**src/rtl/dec_pkg.sv**
```systemverilog
// Shared definitions for the decoder family: mode encodings, sequencer states
// and a one-hot helper usable by any decoder up to 64 output lines.
package dec_pkg;

    typedef enum logic [1:0] {
        MODE_DEC   = 2'b00,
        MODE_SCAN  = 2'b01,
        MODE_PULSE = 2'b10,
        MODE_OFF   = 2'b11
    } mode_e;

    typedef enum logic [1:0] {
        ST_IDLE  = 2'b00,
        ST_DEC   = 2'b01,
        ST_SCAN  = 2'b10,
        ST_PULSE = 2'b11
    } state_e;

    localparam int unsigned ONEHOT_W = 64;

    // Callers truncate the result to their own line count.
    function automatic logic [ONEHOT_W-1:0] onehot(input int unsigned idx);
        logic [ONEHOT_W-1:0] one_s;
        one_s = {{(ONEHOT_W-1){1'b0}}, 1'b1};
        return one_s << idx;
    endfunction

endpackage

```
**src/rtl/dec_step_cnt.sv**
```systemverilog
// Terminal-count counter: counts 0..LEN-1 while enabled, wraps to 0 after the
// terminal value; clr has priority and forces the count back to 0.
module dec_step_cnt #(
    parameter  int unsigned LEN = 4,
    localparam int unsigned W   = (LEN > 1) ? $clog2(LEN) : 1
) (
    input  logic clk,
    input  logic rst,
    input  logic clr,
    input  logic en,
    output logic tc
);

    localparam logic [W-1:0] LAST = W'(LEN - 1);

    logic [W-1:0] cnt_r;

    assign tc = (cnt_r == LAST);

    // Count register with clear and wrap at the terminal value
    always_ff @(posedge clk or posedge rst) begin
        if (rst) begin
            cnt_r <= {W{1'b0}};
        end else if (clr) begin
            cnt_r <= {W{1'b0}};
        end else if (en) begin
            cnt_r <= tc ? {W{1'b0}} : cnt_r + W'(1);
        end else begin
            cnt_r <= cnt_r;
        end
    end

endmodule

```
**src/rtl/dec_n_seq.sv**
```systemverilog
// N-to-2^N one-hot decoder with registered outputs, plus SCAN (walking line)
// and PULSE (timed single-line strobe with start/busy/done) sequenced modes.
module dec_n_seq
    import dec_pkg::*;
#(
    parameter  int unsigned N         = 2,
    parameter  int unsigned STEP      = 4,
    parameter  int unsigned PULSE_LEN = 3,
    localparam int unsigned M         = 2 ** N
) (
    input  logic         clk,
    input  logic         rst,
    input  logic [N-1:0] a,
    input  logic         e,
    input  logic [1:0]   mode,
    input  logic         start,
    output logic [M-1:0] y,
    output logic [N-1:0] idx,
    output logic         valid,
    output logic         busy,
    output logic         done
);

    state_e       state_r, state_next_s;
    mode_e        mode_s;
    logic         step_tc_s, pulse_tc_s;
    logic         scan_entry_s, scan_run_s, pulse_accept_s, pulse_run_s, wrap_s;
    logic [M-1:0] y_r, y_d_s;
    logic [N-1:0] idx_r, idx_d_s;
    logic         valid_r, valid_d_s, busy_r, busy_d_s, done_r, done_d_s;

    assign mode_s         = mode_e'(mode);
    assign scan_entry_s   = (state_next_s == ST_SCAN) && (state_r != ST_SCAN);
    assign scan_run_s     = (state_next_s == ST_SCAN) && (state_r == ST_SCAN) && e;
    assign pulse_accept_s = (state_r == ST_IDLE) && (state_next_s == ST_PULSE);
    assign pulse_run_s    = (state_r == ST_PULSE);
    // A wrap due on this edge still strobes done even if the mode is changing.
    assign wrap_s         = (state_r == ST_SCAN) && e && step_tc_s && (&idx_r);

    dec_step_cnt #(.LEN(STEP)) u_step_cnt (
        .clk (clk),
        .rst (rst),
        .clr (scan_entry_s),
        .en  (scan_run_s),
        .tc  (step_tc_s)
    );

    dec_step_cnt #(.LEN(PULSE_LEN)) u_pulse_cnt (
        .clk (clk),
        .rst (rst),
        .clr (pulse_accept_s),
        .en  (pulse_run_s),
        .tc  (pulse_tc_s)
    );

    // State register
    always_ff @(posedge clk or posedge rst) begin
        if (rst) begin
            state_r <= ST_IDLE;
        end else begin
            state_r <= state_next_s;
        end
    end

    // Next state: a running pulse owns the FSM, otherwise follow mode
    always_comb begin
        state_next_s = state_r;
        if (state_r == ST_PULSE) begin
            if (pulse_tc_s) begin
                state_next_s = ST_IDLE;
            end else begin
                state_next_s = ST_PULSE;
            end
        end else begin
            case (mode_s)
                MODE_DEC:  state_next_s = ST_DEC;
                MODE_SCAN: state_next_s = ST_SCAN;
                MODE_PULSE: begin
                    if ((state_r == ST_IDLE) && e && start) begin
                        state_next_s = ST_PULSE;
                    end else begin
                        state_next_s = ST_IDLE;
                    end
                end
                MODE_OFF:  state_next_s = ST_IDLE;
                default:   state_next_s = ST_IDLE;
            endcase
        end
    end

    // Next output values; y is always derived from idx so it stays one-hot
    always_comb begin
        idx_d_s   = idx_r;
        valid_d_s = 1'b0;
        busy_d_s  = 1'b0;
        done_d_s  = wrap_s;
        case (state_next_s)
            ST_DEC: begin
                idx_d_s   = a;
                valid_d_s = e;
            end
            ST_SCAN: begin
                if (scan_entry_s) begin
                    idx_d_s   = {N{1'b0}};
                    valid_d_s = e;
                end else if (e) begin
                    idx_d_s   = step_tc_s ? idx_r + N'(1) : idx_r;
                    valid_d_s = 1'b1;
                end else begin
                    idx_d_s   = idx_r;
                    valid_d_s = 1'b0;
                end
            end
            ST_PULSE: begin
                if (pulse_accept_s) begin
                    idx_d_s = a;
                end else begin
                    idx_d_s = idx_r;
                end
                valid_d_s = 1'b1;
                busy_d_s  = 1'b1;
            end
            ST_IDLE: begin
                if (state_r == ST_PULSE) begin
                    done_d_s = 1'b1;
                end else begin
                    done_d_s = wrap_s;
                end
            end
            default: begin
                idx_d_s = idx_r;
            end
        endcase
        if (valid_d_s) begin
            y_d_s = M'(onehot(32'(idx_d_s)));
        end else begin
            y_d_s = {M{1'b0}};
        end
    end

    // Output registers
    always_ff @(posedge clk or posedge rst) begin
        if (rst) begin
            y_r     <= {M{1'b0}};
            idx_r   <= {N{1'b0}};
            valid_r <= 1'b0;
            busy_r  <= 1'b0;
            done_r  <= 1'b0;
        end else begin
            y_r     <= y_d_s;
            idx_r   <= idx_d_s;
            valid_r <= valid_d_s;
            busy_r  <= busy_d_s;
            done_r  <= done_d_s;
        end
    end

    assign y     = y_r;
    assign idx   = idx_r;
    assign valid = valid_r;
    assign busy  = busy_r;
    assign done  = done_r;

endmodule
```
**config.mk**
```make
export PLATFORM = sky130hd
export DESIGN_NAME = dec_n_seq
export DESIGN_NICKNAME = d
export VERILOG_FILES = /design/src/rtl/dec_pkg.sv /design/src/rtl/dec_step_cnt.sv /design/src/rtl/dec_n_seq.sv
export SDC_FILE = /design/constraint.sdc
export NUM_CORES = 1
export LEC_CHECK = 0
export ABC_AREA = 0
export CORE_MARGIN = 5
export CORE_UTILIZATION = 40
export DETAILED_ROUTE_END_ITERATION = 12
export HOLD_SLACK_MARGIN = 0.08
export PLACE_DENSITY = 0.73
export SLEW_MARGIN = 10
export SYNTH_ARGS = -nofsm -noshare
export SYNTH_HDL_FRONTEND = slang
export SYNTH_SLANG_ARGS = --single-unit
```
**constraint.sdc**
```tcl
create_clock -name clk -period 1.47 [get_ports clk]
set_input_delay 0.294 -clock clk [delete_from_list [all_inputs] [get_ports clk]]
set_output_delay 0.294 -clock clk [all_outputs]
set_load 0.05 [all_outputs]
```
==> qor.txt, run 1 <==
Worst-case clock buffer depth: 2
Post-Route Skew: 0.00205 ns
Max Cap Viol: 0
# DRC: 0
First-pass GRT wire length: 3010 um
Maximum VDD drop: 1210 uV
Via count: 697
Seq pwr share: 28.8%
Worst setup margin: -0.124 ns
RSZ-0062 raised after global routing: yes
Critical Path Max Stage Delay: 0.43 ns
Power Density: 2070 nW/um^2
Setup TNS: -0.420 ns
CP cell instances: ha_4, and3_4, o21a_1, a221o_1, nor3b_2
Worst-path clk slew: 0.09 ns
Max Slew Vio Count: 0
RePlAce Congestion: 0.763
FMAX: 627 MHz
Clock network latency to the later pin of the worst-skew pair: 0.29 ns
Die area: 2980 um^2
Post-route minimum period: 1.59 ns
Least-Margin Pin Slew: 0.240 ns
FP Rows: 16
Antenna diodes: 0
Gate Count Post-Synth: 75
Sw frac: 41.0%
Post-route antenna net violation count: 0
Synth warn: 0
Leak Pwr: 0.572 nW
Avg Inst Size Synth: 10.6 um^2
Critical path data arrival time: 1.78 ns
Internal power: 1.53 mW
Final setup vio count: 5
Root buffer cell: clkbuf_4
Largest net degree at the start of global routing: 16
Area growth syn-to-layout: 57.6%
Number of global-route vias before repair: 680
Final worst-path cycle share: 108%
Fillers: 168
CP Launch Type: register
Final Hold Violating Endpoints: 0
Most common cell after layout, fill and taps aside: buf_4
DR WL/cell: 14.2 um
Die X: 54.6 um
Hold Crit Class: input port to async pin
Pre-Repair DR Iteration Count: 3
Chip height: 54.6 um
Vias per cell: 5.09
CP Class: register to register
PortBufs: 16
Routed WL: 1940 um
Slowest stage cell on the critical path: dfrtp_2
Post-synthesis sequential area ratio: 47.2%
Crit. End Element: register
Post-synth top flop: dfrtp_1
NumNets Final: 121
Overflow after GRT: 0
Comb power frac: 61.9%
CTS H-Tree Depth: 1
Syn nets: 85
Global Route Usage Sum: 15.1%
Switching pwr: 1.06 mW
Hpwl dp: 1530 um
CTS tree: done
EDFF count, synth: 0
Initial DRC count: 5
Synth Register Bits: 15
Cell variety after synth: 38
Sink Count: 15
Final std cells w/o fill: 137
Layout cell share with drive strength beyond 1: 39.1%
Synthesized area: 795 um^2
Worst hold margin: 0.303 ns
Placed cells: 131
Clock share of power: 9.3%
Slew HR: 84.0%
Core area: 1920 um^2
Status: finished with violations
Crit path max fanout: 5
Cts bufs inserted: 3
Critical Path RT: 1.65 ns
Ys async rst share: 100%
Failing checks: setup timing
I/O Pins: 17
Initial antenna violation count: 0
Most frequent cells in the layout: 18 x buf_4, 13 x dfrtp_1, 9 x buf_12
Initial Util: 41.3%
## cell usage after synthesis (2+ instances only)
cell type	instances	share of area (%)
a21oi_1	3	1.9
a22o_1	3	3.3
nor3_1	3	1.9
nand2_1	6	2.8
a21o_1	2	1.9
o21ai_0	4	2.5
dfrtp_1	15	47
inv_1	4	1.9
nor2b_1	2	1.6
o21a_1	2	1.9
a221o_1	2	2.5
a21boi_0	2	1.9
ha_1	2	3.1
## what timing repair did
action,4_1_cts,5_1_grt
endpoints found under the setup margin,6,8
setup buffers,1,1
resized for setup,5,2
hold buffers,0,0
pin swaps,1,1
## critical path, delay by kind of cell, from the launching register on
kind / cells / cell delay (ns)
compound gates: 2 / 0.50
fa+ha+maj: 1 / 0.24
flops: 1 / 0.43
simple gates: 2 / 0.32
## layer usage
layer	part of all wire, %	routed length [um]	GRT usage [%]	vias to the layer above
met2	55	1060	24.7	10
met4	2.4	47	10.8	0
met3	3.4	66	3.27	4
met1	40	767	17.2	337
met5	0	0	0	-
li1	-	-	-	346
## path summary, 6_finish.rpt
kind,end,cells after the start,slack [ns],from
max in group asynchronous,idx[0],3,0.99,rst
hold / removal,y[3],3,0.30,rst
hold reg to reg,u_pulse_cnt.cnt_r[0],1,0.60,u_pulse_cnt.cnt_r[0]
min in group clk,done,3,0.52,e
setup / recovery,y[2],5,-0.12,idx[1]
setup reg to reg,y[2],5,-0.12,idx[1]
## final cells by class
| cell class | count | area [um^2] | share of cell area (%) |
|---|---|---|---|
| Sequential cell | 15 | 378 | 30.2 |
| Inverter | 4 | 15.0 | 1.20 |
| Clock buffer | 3 | 22.5 | 1.80 |
| Multi-Input combinational cell | 53 | 417 | 33.3 |
| Tap cell | 27 | 33.8 | 2.70 |
| Timing Repair Buffer | 34 | 382 | 30.5 |
| Clock inverter | 1 | 5.00 | 0.400 |
## per-stage QoR
stage	area, um^2	power (mW)	setup slack, ns	util (%)
after detailed placement	1190	2.29	-0.425	61.9
after floorplan	802	1.53	-0.228	-
final	1250	2.60	-0.124	65.2
after CTS	1240	2.58	-0.123	64.3
after global routing	1250	2.75	-0.171	65.2
after global placement	1190	2.24	-0.385	61.9
## power by group through the flow
stage | logic (mW) | registers (mW) | clock network [mW]
final | 1.61 | 0.748 | 0.242
after global routing | 1.71 | 0.776 | 0.266
after CTS | 1.58 | 0.750 | 0.246
after detailed placement | 1.54 | 0.747 | 0
after global placement | 1.50 | 0.733 | 0
after floorplan | 0.521 | 1.01 | 0
## sequential cells by signal, indices dropped and copies added, names as in the netlist
name and flops:
busy 1, done 1, y 4, u_step_cnt.cnt_r 2, idx 2, valid 1
u_pulse_cnt.cnt_r 2, state_r 2
## cell families after synthesis
group / count (synthesis) / share of synthesized area (%)
compound gates: 23 / 20.5
xor+xnor: 1 / 1.10
fa+ha+maj: 2 / 3.15
buf+inv: 7 / 3.94
flops: 15 / 47.2
mux: 2 / 2.68
simple gates: 25 / 21.4
No activity file was read; power rests on OpenSTA's default activity.
==> run 2: changes to the inputs <==
--- a/config.mk
+++ b/config.mk
@@ -9,8 +9,9 @@
 export CORE_MARGIN = 5
 export CORE_UTILIZATION = 40
 export DETAILED_ROUTE_END_ITERATION = 12
+export DONT_BUFFER_PORTS = 1
 export HOLD_SLACK_MARGIN = 0.08
-export PLACE_DENSITY = 0.73
+export PLACE_DENSITY = 0.61
 export SLEW_MARGIN = 10
 export SYNTH_ARGS = -nofsm -noshare
 export SYNTH_HDL_FRONTEND = slang
==> run 2 against run 1 <==
Compared with the run above:
- the run still ends with setup timing left
- via count decreased by 13%
- sequential share of layout area up 9.7 points
- maximum frequency is 0.74% lower
- power down 21%
- routed wire length is 9.2% lower
- combinational power is 44% lower
- utilization decreased by 16 points
- final cell count shrank 16%
- highest routed layer unchanged
==> qor.txt, run 2 (same netlist as run 1, synthesis figures left out) <==
DR WL/cell: 15.3 um (+8.2%)
Slew HR: 62.9% (-21 points)
Layout cell share with drive strength beyond 1: 30.7% (-8.4 points)
Chip height: 54.6 um (unchanged)
Worst setup margin: -0.136 ns (-0.0119 ns)
Max Cap Viol: 0 (unchanged)
Overall Power: 2.06 mW (-21%)
Max FFs per register: 4 (unchanged)
# DRC: 0 (unchanged)
Worst hold margin: 0.219 ns (-0.0837 ns)
Number of global-route vias before repair: 592 (-13%)
CTS tree: done
Fillers: 192 (+14%)
Clock network latency to the later pin of the worst-skew pair: 0.27 ns (-0.02 ns)
FP Rows: 16 (unchanged)
Die area: 2980 um^2 (unchanged)
Area growth syn-to-layout: 19.7%
Critical path data arrival time: 1.78 ns (about the same)
Post-route minimum period: 1.61 ns (+0.0119 ns)
Largest net degree at the start of global routing: 16 (unchanged)
Via count: 603 (-13%)
Critical Path RT: 1.64 ns (about the same)
Worst-path clk slew: 0.09 ns (about the same)
Hpwl dp: 1270 um (-18%)
Leak Pwr: 0.436 nW (-24%)
Initial DRC count: 11 (+6)
Overflow after GRT: 0 (unchanged)
CP Launch Type: register
Hold Crit Class: input port to register
Power Density: 2170 nW/um^2 (+4.7%)
Global Route Usage Sum: 13.8% (-1.2 points)
Most common cell after layout, fill and taps aside: dfrtp_1
Setup TNS: -0.448 ns (-0.0275 ns)
Crit path max fanout: 5 (unchanged)
Footprint of the multi-input gates: 403 um^2 (-3.3%)
RePlAce Congestion: 0.822 (+7.7%)
Die X: 54.6 um (unchanged)
Post-route antenna net violation count: 0 (unchanged)
I/O Pins: 17 (unchanged)
Least-Margin Pin Slew: 0.556 ns (+0.316 ns)
Register area: 379 um^2 (+0.33%)
Final Hold Violating Endpoints: 0 (unchanged)
Antenna diodes: 0 (unchanged)
CP Class: register to register
Pre-Repair DR Iteration Count: 4 (+1)
Post-Route Skew: 0.00157 ns (-0.000483 ns)
Max Slew Vio Count: 0 (unchanged)
Failing checks: setup timing
Routed WL: 1760 um (-9.2%)
Status: finished with violations
Vias per cell: 5.24 (+3.1%)
Root buffer cell: clkbuf_4
RSZ-0062 raised after global routing: yes
Crit. End Element: register
First-pass GRT wire length: 2860 um (-5.1%)
Initial antenna violation count: 0 (unchanged)
Setup bufs post-CTS: 0 (-1)
CTS H-Tree Depth: 1 (unchanged)
Layout Utilization: 49.5% (-16 points)
FMAX: 623 MHz (-0.74%)
Most frequent cells in the layout: 12 x dfrtp_1, 11 x buf_4, 6 x nand2_1
Final setup vio count: 4 (-1)
PortBufs: 0 (-16)
Maximum VDD drop: 1290 uV (+6.1%)
NumNets Final: 99 (-18%)
Worst-case clock buffer depth: 2 (unchanged)
Core area: 1920 um^2 (unchanged)
Final worst-path cycle share: 109% (+0.81 points)
Initial Util: 41.3% (unchanged)
Sink Count: 15 (unchanged)
Cts bufs inserted: 3 (unchanged)
run 2: cell count changes in the layout (fill, tap and decap cells not counted), moves of 3 or more:
cell	previous run	this run
buf_4	18	11
dlygate4sd2_1	3	0
clkdlybuf4s50_1	4	0
buf_12	9	0
run 2: what timing repair did:
item                       CTS  global route
setup endpoints to repair    5             7
hold buffers                 1             0
resized for setup            2             2
hold endpoints to repair    15             0
run 2: layer usage:
layer	wire (um)	track usage (%)
met1	910	20.5
met5	0	0
met2	741	17.9
met3	100	4.36
met4	10	6.22
run 2: critical path: stages (launching register included):
cell and delay [ns]:
dfrtp_2 0.41, ha_1 0.28, and3_1 0.14, o21a_1 0.16, a221o_1 0.33, and3b_1 0.19
run 2: cell type report:
cell class / instances / area share [%]
multi-input combinational: 53 / 42.4
timing repair buffer: 12 / 9.74
clock inverter: 1 / 0.526
inverter: 4 / 1.58
sequential: 15 / 39.9
tap: 27 / 3.55
clock buffer: 3 / 2.37
run 2: through the flow:
stage / std cells / worst slack, ns / cell area [um^2]
detailed placement: 110 / -0.131 / 902
global placement: 110 / -0.100 / 902
finish: 115 / -0.136 / 951
CTS: 115 / -0.144 / 946
floorplan: 75 / -0.228 / 802
global route: 115 / -0.204 / 951
run 2: final timing paths:
kind	cells past startpoint	to	slack, ns	start
hold / removal	2	done	0.22	e
max in group asynchronous	2	state_r[0]	0.58	rst
setup reg to reg	5	y[3]	-0.14	idx[1]
setup / recovery	5	y[3]	-0.14	idx[1]
min in group asynchronous	2	u_pulse_cnt.cnt_r[0]	0.50	rst
hold reg to reg	1	u_pulse_cnt.cnt_r[0]	0.61	u_pulse_cnt.cnt_r[0]
run 2: power breakdown:
group	total (mW)	switching, mW	internal [mW]
clock	0.228	0.128	0.101
combinational	0.907	0.469	0.438
sequential	0.928	0.350	0.578
==> run 3: changes to the inputs <==
--- a/config.mk
+++ b/config.mk
@@ -12,6 +12,7 @@
 export DONT_BUFFER_PORTS = 1
 export HOLD_SLACK_MARGIN = 0.08
 export PLACE_DENSITY = 0.61
+export SKIP_CTS_REPAIR_TIMING = 1
 export SLEW_MARGIN = 10
 export SYNTH_ARGS = -nofsm -noshare
 export SYNTH_HDL_FRONTEND = slang
==> run 3 against run 2 <==
Compared with the run above:
- power is 0.11% lower
- sequential cell count unchanged
- highest routed layer unchanged
- the flow still finishes with violations (setup timing)
- cell area is the same
- worst hold slack about the same
- count of clock-buffer cells in the layout is the same
- global-route usage fell by 0.29 points
- largest power group unchanged
- final cell count is the same
==> qor.txt, run 3 (same netlist as run 1, synthesis figures left out) <==
Hold Crit Class: input port to register
Number of global-route vias before repair: 580 (-2.0%)
Seq pwr share: 44.9% (about the same)
CTS H-Tree Depth: 1 (unchanged)
Clock network latency to the later pin of the worst-skew pair: 0.27 ns (about the same)
Largest net degree at the start of global routing: 16 (unchanged)
Post-Route Skew: 0.00186 ns (+0.000293 ns)
Max FFs per register: 4 (unchanged)
Overflow after GRT: 0 (unchanged)
DR WL/cell: 15.2 um (-0.96%)
Layout Utilization: 49.5% (unchanged)
Final Hold Violating Endpoints: 0 (unchanged)
Pre-Repair DR Iteration Count: 4 (unchanged)
Slew HR: 62.9% (about the same)
Final worst-path cycle share: 109% (about the same)
RePlAce Congestion: 0.822 (unchanged)
Area growth syn-to-layout: 19.7% (unchanged)
Footprint of the multi-input gates: 403 um^2 (unchanged)
Cts bufs inserted: 3 (unchanged)
Worst-path clk slew: 0.09 ns (about the same)
Vias per cell: 5.26 (+0.33%)
Die area: 2980 um^2 (unchanged)
CP Class: register to register
Comb power frac: 44.0% (about the same)
Via count: 605 (+0.33%)
Overall Power: 2.06 mW (-0.11%)
FMAX: 623 MHz (about the same)
FP Rows: 16 (unchanged)
Chip height: 54.6 um (unchanged)
I/O Pins: 17 (unchanged)
Worst hold margin: 0.219 ns (-0.000345 ns)
First-pass GRT wire length: 2790 um (-2.4%)
Core area: 1920 um^2 (unchanged)
# DRC: 0 (unchanged)
Layout cell share with drive strength beyond 1: 30.7% (unchanged)
Critical Path Max Stage Delay: 0.41 ns (about the same)
Routed WL: 1750 um (-0.96%)
CP cell instances: ha_1, and3_1, o21a_1, a221o_1, and3b_1
Most frequent cells in the layout: 12 x dfrtp_1, 11 x buf_4, 6 x nand2_1
Switching pwr: 0.944 mW (-0.25%)
Die X: 54.6 um (unchanged)
Critical Path RT: 1.64 ns (about the same)
Antenna diodes: 0 (unchanged)
Max Slew Vio Count: 0 (unchanged)
Power Density: 2170 nW/um^2 (-0.11%)
Status: finished with violations
Global Route Usage Sum: 13.6% (-0.29 points)
CTS tree: done
DP Worst Slack: -0.131 ns (unchanged)
Clock share of power: 11.1% (about the same)
Initial antenna violation count: 0 (unchanged)
Leak Pwr: 0.436 nW (unchanged)
Most common cell after layout, fill and taps aside: dfrtp_1
Final setup vio count: 4 (unchanged)
Crit path max fanout: 5 (unchanged)
Crit. End Element: register
CP Launch Type: register
Sink Count: 15 (unchanged)
RSZ-0062 raised after global routing: yes
Fillers: 190 (-1.0%)
Max Cap Viol: 0 (unchanged)
Register area: 379 um^2 (unchanged)
NumNets Final: 99 (unchanged)
Internal power: 1.12 mW (about the same)
Maximum VDD drop: 1290 uV (about the same)
Sw frac: 45.8% (-0.064 points)
Failing checks: setup timing
Initial Util: 41.3% (unchanged)
Slowest stage cell on the critical path: dfrtp_2
Post-route minimum period: 1.60 ns (-0.00114 ns)
Root buffer cell: clkbuf_4
Setup TNS: -0.444 ns (+0.00315 ns)
Hpwl dp: 1270 um (unchanged)
Post-route antenna net violation count: 0 (unchanged)
Worst setup margin: -0.135 ns (+0.00114 ns)
Least-Margin Pin Slew: 0.556 ns (-0.0000619 ns)
Critical path data arrival time: 1.78 ns (about the same)
PortBufs: 0 (unchanged)
Worst-case clock buffer depth: 2 (unchanged)
Initial DRC count: 7 (-4)
[run 3: routing by layer]
layer | global-route usage (%) | vias up | wire length, um
met5 | 0 | - | 0
met4 | 6.22 | 0 | 10
met3 | 4.36 | 2 | 106
met2 | 17.1 | 13 | 711
met1 | 20.3 | 289 | 916
li1 | - | 301 | -
[run 3: final timing paths]
check,end,from,slack (ns),depth (start not counted)
max,y[3],idx[1],-0.13,5
min,done,e,0.22,2
min in group asynchronous,u_pulse_cnt.cnt_r[0],rst,0.50,2
min reg2reg,u_pulse_cnt.cnt_r[0],u_pulse_cnt.cnt_r[0],0.61,1
max in group asynchronous,state_r[0],rst,0.58,2
max reg2reg,y[3],idx[1],-0.13,5
[run 3: metrics by stage]
step,std cells,cell area (um^2)
after global routing,115,951
after global placement,110,902
after CTS,114,930
final,115,951
after floorplan,75,802
after detailed placement,110,902
[run 3: worst max-delay path, delay by kind of cell, from the launching register on]
kind	cells	cell delay (ns)
AO/OA/AOI/OAI	2	0.49
flip-flops	1	0.41
AND/OR/NAND/NOR	2	0.33
adder cells (fa/ha/maj)	1	0.28
[run 3: cell type report]
type	instances	area share, %
clock buffer	3	2.37
clock inverter	1	0.526
inverter	4	1.58
multi-input combinational	53	42.4
sequential	15	39.9
tap	27	3.55
timing repair buffer	12	9.74
[run 3: power groups by stage]
stage / registers [mW] / logic [mW] / clock network [mW]
floorplan: 1.01 / 0.521 / 0
global placement: 0.930 / 0.881 / 0
detailed placement: 0.930 / 0.885 / 0
CTS: 0.925 / 0.893 / 0.239
global route: 0.955 / 0.999 / 0.265
finish: 0.925 / 0.907 / 0.229
